**src/rtl/alu_arb_pkg.sv**
```systemverilog
// alu_arb_pkg: shared definitions for the ALU arbiter.
//   - ALU mode codes as the shared ALU decodes them
//   - FSM state encoding
//   - alu_lat():     EXEC cycles for a mode
//   - alu_illegal(): modes above POW have no ALU meaning
package alu_arb_pkg;

  localparam logic [3:0] ALU_AND   = 4'b0000;
  localparam logic [3:0] ALU_OR    = 4'b0001;
  localparam logic [3:0] ALU_ADD   = 4'b0010;
  localparam logic [3:0] ALU_SUB   = 4'b0011;
  localparam logic [3:0] ALU_PASSB = 4'b0100;
  localparam logic [3:0] ALU_XOR   = 4'b0101;
  localparam logic [3:0] ALU_MUL   = 4'b0110;
  localparam logic [3:0] ALU_DIV   = 4'b0111;
  localparam logic [3:0] ALU_POW   = 4'b1000;

  typedef enum logic [1:0] {
    IDLE = 2'd0,
    EXEC = 2'd1,
    RESP = 2'd2
  } state_t;

  function automatic logic alu_illegal(input logic [3:0] mode);
    return (mode > ALU_POW);
  endfunction

  // Multi-cycle units (MUL/DIV/POW) take multi_lat cycles, everything
  // else, including illegal codes, completes in one.
  function automatic logic [3:0] alu_lat(input logic [3:0] mode,
                                         input logic [3:0] multi_lat);
    logic [3:0] lat;
    lat = 4'd1;
    if (mode == ALU_MUL || mode == ALU_DIV || mode == ALU_POW)
      lat = multi_lat;
    return lat;
  endfunction

endpackage

```
**src/rtl/alu_arb_grant.sv**
```systemverilog
// alu_arb_grant: combinational two-way grant.
// Build option: ALU_ARB_ROUND_ROBIN_EN
//   defined   - on a conflict the port not granted last wins
//   undefined - port 0 always wins a conflict, last_gnt is ignored
// Ports:
//   req0_valid, req1_valid  in   request present per port
//   last_gnt                in   port granted on the previous accept
//   gnt0, gnt1              out  one-hot (or zero) grant
module alu_arb_grant (
  input  logic req0_valid,
  input  logic req1_valid,
  input  logic last_gnt,
  output logic gnt0,
  output logic gnt1
);

`ifdef ALU_ARB_ROUND_ROBIN_EN
  // Conflict goes to port 0 when port 1 was last, and vice versa.
  assign gnt0 = req0_valid & (~req1_valid | last_gnt);
  assign gnt1 = req1_valid & (~req0_valid | ~last_gnt);
`else
  logic unused_last_gnt;
  assign unused_last_gnt = last_gnt;
  assign gnt0 = req0_valid;
  assign gnt1 = req1_valid & ~req0_valid;
`endif

endmodule

```
**src/rtl/alu_arbiter.sv**
```systemverilog
// alu_arbiter: shares one 64-bit ALU between two requesters (port 0 EX
// stage, port 1 address/branch unit). One op in flight at a time:
// IDLE accepts a request, EXEC holds the ALU inputs for the op latency,
// RESP presents the captured result to the originating port.
// Build option: ALU_ARB_ROUND_ROBIN_EN (round-robin instead of fixed
// port-0 priority; adds the last-grant pointer flop).
// Ports:
//   clk, rst_n                     clock, async active-low reset
//   reqN_valid/ready/mode/a/b      request handshake + payload
//   rspN_valid/ready               response handshake
//   rsp_result, rsp_zero           shared result and its zero flag
//   alu_mode, alu_a, alu_b         drive to the ALU
//   alu_out                        ALU result
//   busy                           state != IDLE
module alu_arbiter
  import alu_arb_pkg::*;
#(
  parameter int MULTI_LAT = 4
) (
  input  logic        clk,
  input  logic        rst_n,
  input  logic        req0_valid,
  output logic        req0_ready,
  input  logic [3:0]  req0_mode,
  input  logic [63:0] req0_a,
  input  logic [63:0] req0_b,
  input  logic        req1_valid,
  output logic        req1_ready,
  input  logic [3:0]  req1_mode,
  input  logic [63:0] req1_a,
  input  logic [63:0] req1_b,
  output logic        rsp0_valid,
  input  logic        rsp0_ready,
  output logic        rsp1_valid,
  input  logic        rsp1_ready,
  output logic [63:0] rsp_result,
  output logic        rsp_zero,
  output logic [3:0]  alu_mode,
  output logic [63:0] alu_a,
  output logic [63:0] alu_b,
  input  logic [63:0] alu_out,
  output logic        busy
);

  localparam logic [3:0] MLAT = 4'(MULTI_LAT);

  state_t      state_q, state_d;
  logic [3:0]  cnt_q, cnt_d;
  logic [3:0]  mode_q, mode_d;
  logic [63:0] a_q, a_d;
  logic [63:0] b_q, b_d;
  logic        id_q, id_d;
  logic [63:0] result_q, result_d;
  logic        zero_q, zero_d;

  logic        gnt0, gnt1, last_gnt, accept;
  logic [3:0]  sel_mode;
  logic [63:0] cap;

  alu_arb_grant u_grant (
    .req0_valid (req0_valid),
    .req1_valid (req1_valid),
    .last_gnt   (last_gnt),
    .gnt0       (gnt0),
    .gnt1       (gnt1)
  );

  assign accept = (state_q == IDLE) & (gnt0 | gnt1);

`ifdef ALU_ARB_ROUND_ROBIN_EN
  logic last_q, last_d;

  always_comb begin
    last_d = last_q;
    if (accept) last_d = gnt1;
  end

  // Reset to "port 1 last" so port 0 wins the first conflict.
  always_ff @(posedge clk or negedge rst_n) begin
    if (!rst_n) last_q <= 1'b1;
    else        last_q <= last_d;
  end

  assign last_gnt = last_q;
`else
  assign last_gnt = 1'b1;
`endif

  assign sel_mode = gnt1 ? req1_mode : req0_mode;
  assign cap      = alu_illegal(mode_q) ? 64'd0 : alu_out;

  always_comb begin
    state_d  = state_q;
    cnt_d    = cnt_q;
    mode_d   = mode_q;
    a_d      = a_q;
    b_d      = b_q;
    id_d     = id_q;
    result_d = result_q;
    zero_d   = zero_q;
    unique case (state_q)
      IDLE: begin
        if (accept) begin
          mode_d  = sel_mode;
          a_d     = gnt1 ? req1_a : req0_a;
          b_d     = gnt1 ? req1_b : req0_b;
          id_d    = gnt1;
          cnt_d   = alu_lat(sel_mode, MLAT) - 4'd1;
          state_d = EXEC;
        end
      end
      EXEC: begin
        if (cnt_q == 4'd0) begin
          result_d = cap;
          zero_d   = (cap == 64'd0);
          state_d  = RESP;
        end else begin
          cnt_d = cnt_q - 4'd1;
        end
      end
      RESP: begin
        if (id_q ? rsp1_ready : rsp0_ready) state_d = IDLE;
      end
      default: state_d = IDLE;
    endcase
  end

  always_ff @(posedge clk or negedge rst_n) begin
    if (!rst_n) begin
      state_q  <= IDLE;
      cnt_q    <= 4'd0;
      mode_q   <= ALU_PASSB;
      a_q      <= 64'd0;
      b_q      <= 64'd0;
      id_q     <= 1'b0;
      result_q <= 64'd0;
      zero_q   <= 1'b0;
    end else begin
      state_q  <= state_d;
      cnt_q    <= cnt_d;
      mode_q   <= mode_d;
      a_q      <= a_d;
      b_q      <= b_d;
      id_q     <= id_d;
      result_q <= result_d;
      zero_q   <= zero_d;
    end
  end

  // Ready is gated by rst_n so it stays low while reset is asserted even
  // if a requester is already presenting valid.
  assign req0_ready = rst_n & (state_q == IDLE) & gnt0;
  assign req1_ready = rst_n & (state_q == IDLE) & gnt1;

  assign rsp0_valid = (state_q == RESP) & ~id_q;
  assign rsp1_valid = (state_q == RESP) &  id_q;
  assign rsp_result = result_q;
  assign rsp_zero   = zero_q;

  // The ALU sees a quiet PASS-B of zero whenever no op is executing.
  assign alu_mode = (state_q == EXEC) ? mode_q : ALU_PASSB;
  assign alu_a    = (state_q == EXEC) ? a_q    : 64'd0;
  assign alu_b    = (state_q == EXEC) ? b_q    : 64'd0;

  assign busy = (state_q != IDLE);

endmodule

```
**config.mk**
```make
export PLATFORM = sky130hd
export DESIGN_NAME = alu_arbiter
export DESIGN_NICKNAME = d
export VERILOG_FILES = /design/src/rtl/alu_arb_pkg.sv /design/src/rtl/alu_arb_grant.sv /design/src/rtl/alu_arbiter.sv
export SDC_FILE = /design/constraint.sdc
export NUM_CORES = 1
export LEC_CHECK = 0
export ABC_AREA = 0
export CORE_AREA = 2 2 208 210
export CTS_BUF_LIST = sky130_fd_sc_hd__clkbuf_2 sky130_fd_sc_hd__clkbuf_4 sky130_fd_sc_hd__clkbuf_8
export DETAILED_ROUTE_END_ITERATION = 6
export DIE_AREA = 0 0 210 212
export SETUP_SLACK_MARGIN = 0.4
export SLEW_MARGIN = 40
export SYNTH_ARGS = -nofsm -noshare
export SYNTH_HDL_FRONTEND = slang
export SYNTH_SLANG_ARGS = --single-unit
```
**constraint.sdc**
```tcl
create_clock -name clk -period 2.38 [get_ports clk]
set_input_delay 0.357 -clock clk [delete_from_list [all_inputs] [get_ports clk]]
set_output_delay 0.357 -clock clk [all_outputs]
set_load 0.01 [all_outputs]
```
==> metrics.yaml <==
timing:
  finalCritPeriodShare_pct: 94.3
  final-max-slew-violation-count: 0
  hold_viol_final: 0
  rsz0062_at_grt: "true"
  skew_ps: 22.2
  maxSlewHeadroom_pct: 56.1
  fin_crit_ps: 2240
  setup_tns_ps: 0
  worstMarginPinSlew_ps: 659
  fmaxAchievable_mhz: 446
  finalWorstSetupSlack_ps: 136
  hold_ws_ps: 420
  finalSetupViolations: 0
logic_synthesis:
  ys_seq_area_share_pct: 52.1
  synth_top_area_share_pct: 51.9
  synth_enable_flop_cells: 0
  synth.cell_area_mm2: 0.00980
  syn_area_per_cell_um2: 10.4
  yosys_register_bits: 204
  synthesis.nets: 1275
  synthCells: 940
  yosysUniqueCellTypes: 36
  yosysTopAreaCell: "dfrtp_1"
  async_flop_share_pct: 100
  ys_warn_count: 0
  ys.flop_type: "dfrtp_1"
  synth_area_leaders: "dfrtp_1 (52%), mux2i_1 (13%), and2_1 (8.4%)"
finish:
  drive_gt1_share_pct: 26.2
  post-route-util_pct: 42.1
  antenna_cells: 0
  area_growth_pct: 82.5
  nets: 1859
worst_setup_path:
  arrival_ps: 1890
  slowest_delay_ps: 410
  critPathSlowestCell: "dfrtp_1"
  end_kind: "output pin"
  path_class: "flip-flop to output pin"
  crit_chain: "nor2b_4, buf_6, buf_16, buf_8, and2_4, buf_6"
  path_max_fanout: 11
  crit_family: "buffers and inverters"
  required_ps: 2020
  cp_num_buf_inv: 4
  cpMostUsedCell: "buf_6"
  start_kind: "flip-flop"
run:
  cap_violations: 0
cts:
  clkTransAtPathRegs_ps: 60
  cts_buffers: 40
  clk_latency_ps: 560
  cts_sinks: 204
  cts_buffer_depth: 3
  cts_max_level: 2
  cts-root-buf: "clkbuf_8"
  cts_tree: "done"
global_route:
  grt_pass1_wl_mm: 55.9
  grt_max_degree: 106
  grt_pass1_vias: 9273
  gr-usage-all-layers_pct: 16.5
  grt_antenna_before_repair: 0
  gr-total-overflow: 0
pwr:
  powerDensity_mw_per_mm2: 1270
  power.leakage_nw: 8.41
  p_total_mw: 22.7
  ir_worst_vdd_uv: 574
route:
  first_pass_iters: 4
  postRouteWirelength_mm: 40.5
  drtAntennaViolNets: 0
  first_iter_violations: 404
  drc_errors: 0
  via_count: 9247
  post_drt_wl_per_cell_um: 19.4
  avgViaCountPerCell: 4.42
placement:
  dp_hpwl_mm: 26.1
  port_buffers: 535
  pre_cts_ws_ps: -28.2
  finalWeightedCongestion: 0.768
floorplanning:
  std_cell_rows: 76
  die_w_um: 210
  core_area_mm2: 0.0425
  die_h_um: 212
  start_util_pct: 23.0
  dieArea_mm2: 0.0445
  ios: 536
outcome:
  outcome: "completed"
min_path:
  hold_path.class: "input port to flip-flop"
## layer usage
layer  GRT usage [%]  vias to the layer above  share of wire (%)
met5               0                        -              0.020
met4            5.18                        2                2.2
met3            5.60                       55                7.7
met2            27.9                      384                 51
met1            19.8                     4359                 39
li1                -                     4447                  -
## cell usage after synthesis, types with 8 or more instances
master	number
dfrtp_1	203
o21ai_0	133
a21oi_1	8
buf_2	26
mux2i_1	132
nor4_1	16
nand2_1	137
and2_1	131
buf_4	19
a22o_1	64
clkbuf_1	28
## sequential cells by signal, indices dropped and copies added (netlist names)
name and flops:
a_q 64, b_q 64, cnt_q 4, id_q 1, mode_q 4, rsp_result 64, rsp_zero 1, state_q 2
## cells in the final DEF (no fill, tap or decap), types with 12 or more instances in the layout
| master | instances |
|---|---|
| o21ai_0 | 132 |
| nor4_1 | 16 |
| clkbuf_2 | 16 |
| buf_4 | 30 |
| buf_6 | 117 |
| a22o_1 | 64 |
| and2_1 | 25 |
| nand2_1 | 135 |
| mux2i_1 | 132 |
| and2_4 | 106 |
| buf_12 | 20 |
| clkdlybuf4s50_1 | 397 |
| clkbuf_4 | 12 |
| clkbuf_8 | 49 |
| dfrtp_1 | 203 |
## layout make-up
class,instances,area (um2)
repair buffers,615,6660
multi-input cells,660,4660
fillers,4201,24600
well taps,546,683
clock inverters,2,10.0
flip-flops and latches,204,5110
inverters,3,11.3
clock buffers,60,751
## per-stage QoR
step / instance area (um2) / cells
2_1_floorplan: 9800 / 940
4_1_cts: 17000 / 2060
3_5_place_dp: 15800 / 1976
3_3_place_gp: 15800 / 1976
6_report: 17900 / 2090
5_1_grt: 17900 / 2090
## worst register-to-register path, delay by kind of cell, from the launching register on
| kind | cells | cell delay [ps] |
|---|---|---|
| and+or+nand+nor | 4 | 690 |
| buffers and inverters | 4 | 540 |
| DFF | 1 | 410 |
| adders and majority gates | 1 | 170 |
| AOI/OAI and AO/OA | 1 | 100 |
## what timing repair did
| item | CTS | global route |
|---|---|---|
| pin swaps | 21 | 42 |
| setup endpoints to repair | 137 | 204 |
| hold buffers | 1 | 0 |
| gates resized for setup | 422 | 406 |
| cloned | 8 | 15 |
| setup buffers | 13 | 15 |
| hold endpoints to repair | 203 | 0 |
## cell families after synthesis
| kind of cell | after synthesis | share of synthesized area (%) |
|---|---|---|
| AO/OA/AOI/OAI | 211 | 13.4 |
| adder cells (fa/ha/maj) | 1 | 0.128 |
| buffers and inverters | 76 | 3.97 |
| flip-flops | 204 | 52.1 |
| multiplexers | 133 | 13.6 |
| AND/OR/NAND/NOR | 315 | 16.8 |
## path summary, 6_finish.rpt
check / startpoint / to / slack [ps] / depth (start not counted)
worst min-delay path: alu_out[29] / rsp_result[29] / 420 / 2
max in group asynchronous: rst_n / b_q[24] / 1370 / 3
min in group asynchronous: rst_n / a_q[17] / 450 / 3
worst max-delay path: state_q[1] / alu_a[31] / 140 / 6
worst max register to register: state_q[1] / cnt_q[2] / 350 / 10
worst min register to register: b_q[0] / b_q[0] / 470 / 2
## power by group
part           internal (mW)  leakage (nW)  switching, mW  total (mW)
combinational           7.59          5.46           5.63        13.2
sequential              5.09          2.55          0.881        5.97
clock                   1.98         0.408           1.54        3.52
(Power assumes the default switching activity.)
==> RTL edit (config.mk and constraints unchanged) <==
Add a define of `ALU_ARB_ROUND_ROBIN_EN`.
--- a/src/rtl/alu_arb_grant.sv
+++ b/src/rtl/alu_arb_grant.sv
@@ -6,6 +6,8 @@
 //   req0_valid, req1_valid  in   request present per port
 //   last_gnt                in   port granted on the previous accept
 //   gnt0, gnt1              out  one-hot (or zero) grant
+`define ALU_ARB_ROUND_ROBIN_EN
+
 module alu_arb_grant (
   input  logic req0_valid,
   input  logic req1_valid,
Function: changed (a bounded check fails within 4 cycles, from zero or initial values and one cycle with rst_n low).
==> RTL edit against the unedited design <==
Wire length up 6.4%; global-route usage rose by 0.17 points; largest power group unchanged; synthesized area increased by 3.4%; setup slack got worse by 37 ps; combinational power increased by 12%; sequential cell count grew 1; die area did not move; design area is 5.8% higher; synthesized cell count grew 15%; total power rose by 8.9%.
==> RTL edit: results (changes against the unedited design) <==
- Yosys cell types: 36 (unchanged)
- Tightest Pin Transition: 640 ps (-18.2 ps)
- Sequential fraction of the synthesis area: 0.507 (-0.0143)
- First-pass GRT wire length: 57200 um (+2.3%)
- Crit Path Max Fanout: 7 (-4)
- Worst Skew: 15.1 ps (-7.16 ps)
- Total GRT Usage: 0.167 (+0.00173)
- Post-DP HPWL: 28100 um (+7.6%)
- Cts bufs inserted: 39 (-2.5%)
- Slowest cell on the critical path: dfrtp_2
- Async SR Flop Fraction: 1.00 (unchanged)
- NetSw: 9.03 mW (+12%)
- Nets: 2028 (+9.1%)
- Diodes inserted: 0 (unchanged)
- CTS max path bufs: 3 (unchanged)
- CP delay by family, top: buffers and inverters
- Worst-path clk slew: 60 ps (about the same)
- Clock Latency Late Sink: 570 ps
- Layout cells sized above 1: 0.265 (+0.00296)
- DRT Pass-1 Iters: 4 (unchanged)
- Number of global-route vias before repair: 10084 (+8.7%)
- Fillers: 4129 (-1.7%)
- Most frequent cells after synthesis: nand2_1, dfrtp_1, o21ai_0
- Max-cap viol count: 0 (unchanged)
- Post-route ant nets: 0 (unchanged)
- Iteration-0 DRC Markers: 437 (+8.2%)
- Mapped Nets: 1414 (+11%)
- Core Area: 42500 um^2 (unchanged)
- Run status: completed
- Final GP Congestion: 0.852 (+11%)
- Leak: 8.63 nW (+2.6%)
- Critical path's largest stage delay: 410 ps (about the same)
- Synth top area cells: dfrtp_1, mux2i_1, nand2_1, and2_1, o21ai_0
- Vias per std cell: 4.50 (+1.8%)
- IR Drop Worst-Case VDD: 0.000451 V (-21%)
- CP arrival: 1920 ps (+30 ps)
- Largest net degree at the start of global routing: 107 (+0.94%)
- WL final: 43100 um (+6.4%)
- Pre-CTS setup slack: -60.6 ps (-32.4 ps)
-- RTL edit: cell types whose count changed in the layout (fill, tap and decap cells not counted), sizes merged, moves of 4 or more --
cell,before,now
a22o,64,0
buf,189,223
nand2,137,271
clkdlybuf4s15,0,4
a21oi,9,3
o21ai,134,203
-- RTL edit: kinds of logic (layout without fill, tap and decap cells) --
kind of cell / Yosys count / after routing / synth area share
compound gates: 215 / 215 / 0.111
fa+ha+maj: 1 / 1 / 0.00124
buf+inv: 83 / 720 / 0.0421
simple gates: 441 / 444 / 0.206
flops: 205 / 205 / 0.507
mux: 134 / 134 / 0.133
-- RTL edit: final timing paths --
path | startpoint | end | slack [ps] | cells past startpoint
max | state_q[0]$_DFFE_PN0P_ | alu_a[43] | 100 | 7
min | alu_out[62] | rsp_result[62]$_DFFE_PN0P_ | 370 | 3
max reg2reg | state_q[0]$_DFFE_PN0P_ | rsp_result[10]$_DFFE_PN0P_ | 360 | 11
min reg2reg | b_q[8]$_DFFE_PN0P_ | b_q[8]$_DFFE_PN0P_ | 470 | 2
max in group asynchronous | rst_n | a_q[48]$_DFFE_PN0P_ | 1370 | 3
min in group asynchronous | rst_n | rsp_result[53]$_DFFE_PN0P_ | 480 | 3
-- RTL edit: layer usage --
metal,GRT usage,wire length (um)
met5,0,0
met1,0.198,17400
met3,0.0560,3780
met2,0.282,20700
met4,0.0577,1180
-- RTL edit: what timing repair did --
action	CTS	global route
gates resized for setup	649	224
gates cloned	5	34
pin swaps	18	74
setup buffers	19	14
hold buffers	1	0
endpoints found under the setup margin	137	198
endpoints found under the hold margin	203	0
-- RTL edit: power by group through the flow --
stage / registers, mW / clock network, mW / logic, mW
floorplan: 6.13 / 0 / 4.79
global placement: 6.07 / 0 / 10.8
detailed placement: 6.15 / 0 / 10.8
CTS: 6.11 / 3.88 / 11.6
global route: 6.40 / 4.04 / 15.9
finish: 6.17 / 3.75 / 14.8
-- RTL edit: final cells by class --
class | count | area share
Timing Repair Buffer | 650 | 0.381
Sequential cell | 205 | 0.272
Multi-Input combinational cell | 794 | 0.266
Clock buffer | 61 | 0.0414
Tap cell | 546 | 0.0361
Clock inverter | 6 | 0.00291
Inverter | 3 | 0.000595
-- RTL edit: through the flow --
stage / hold slack (ps) / area (um^2) / util / power, mW / instances
finish: 370 / 18900 / 0.445 / 24.7 / 2265
global route: 333 / 18900 / 0.445 / 26.4 / 2265
CTS: 320 / 17400 / 0.410 / 21.6 / 2217
detailed placement: 462 / 16300 / 0.385 / 17.0 / 2125
global placement: 452 / 16300 / 0.385 / 16.8 / 2125
floorplan: 61.4 / 10100 / - / 10.9 / 1079
-- RTL edit: tightest hold or removal path, cell delays in order --
cell,delay (ps)
clkdlybuf4s50_1,420
nand2_1,70
o21ai_1,50
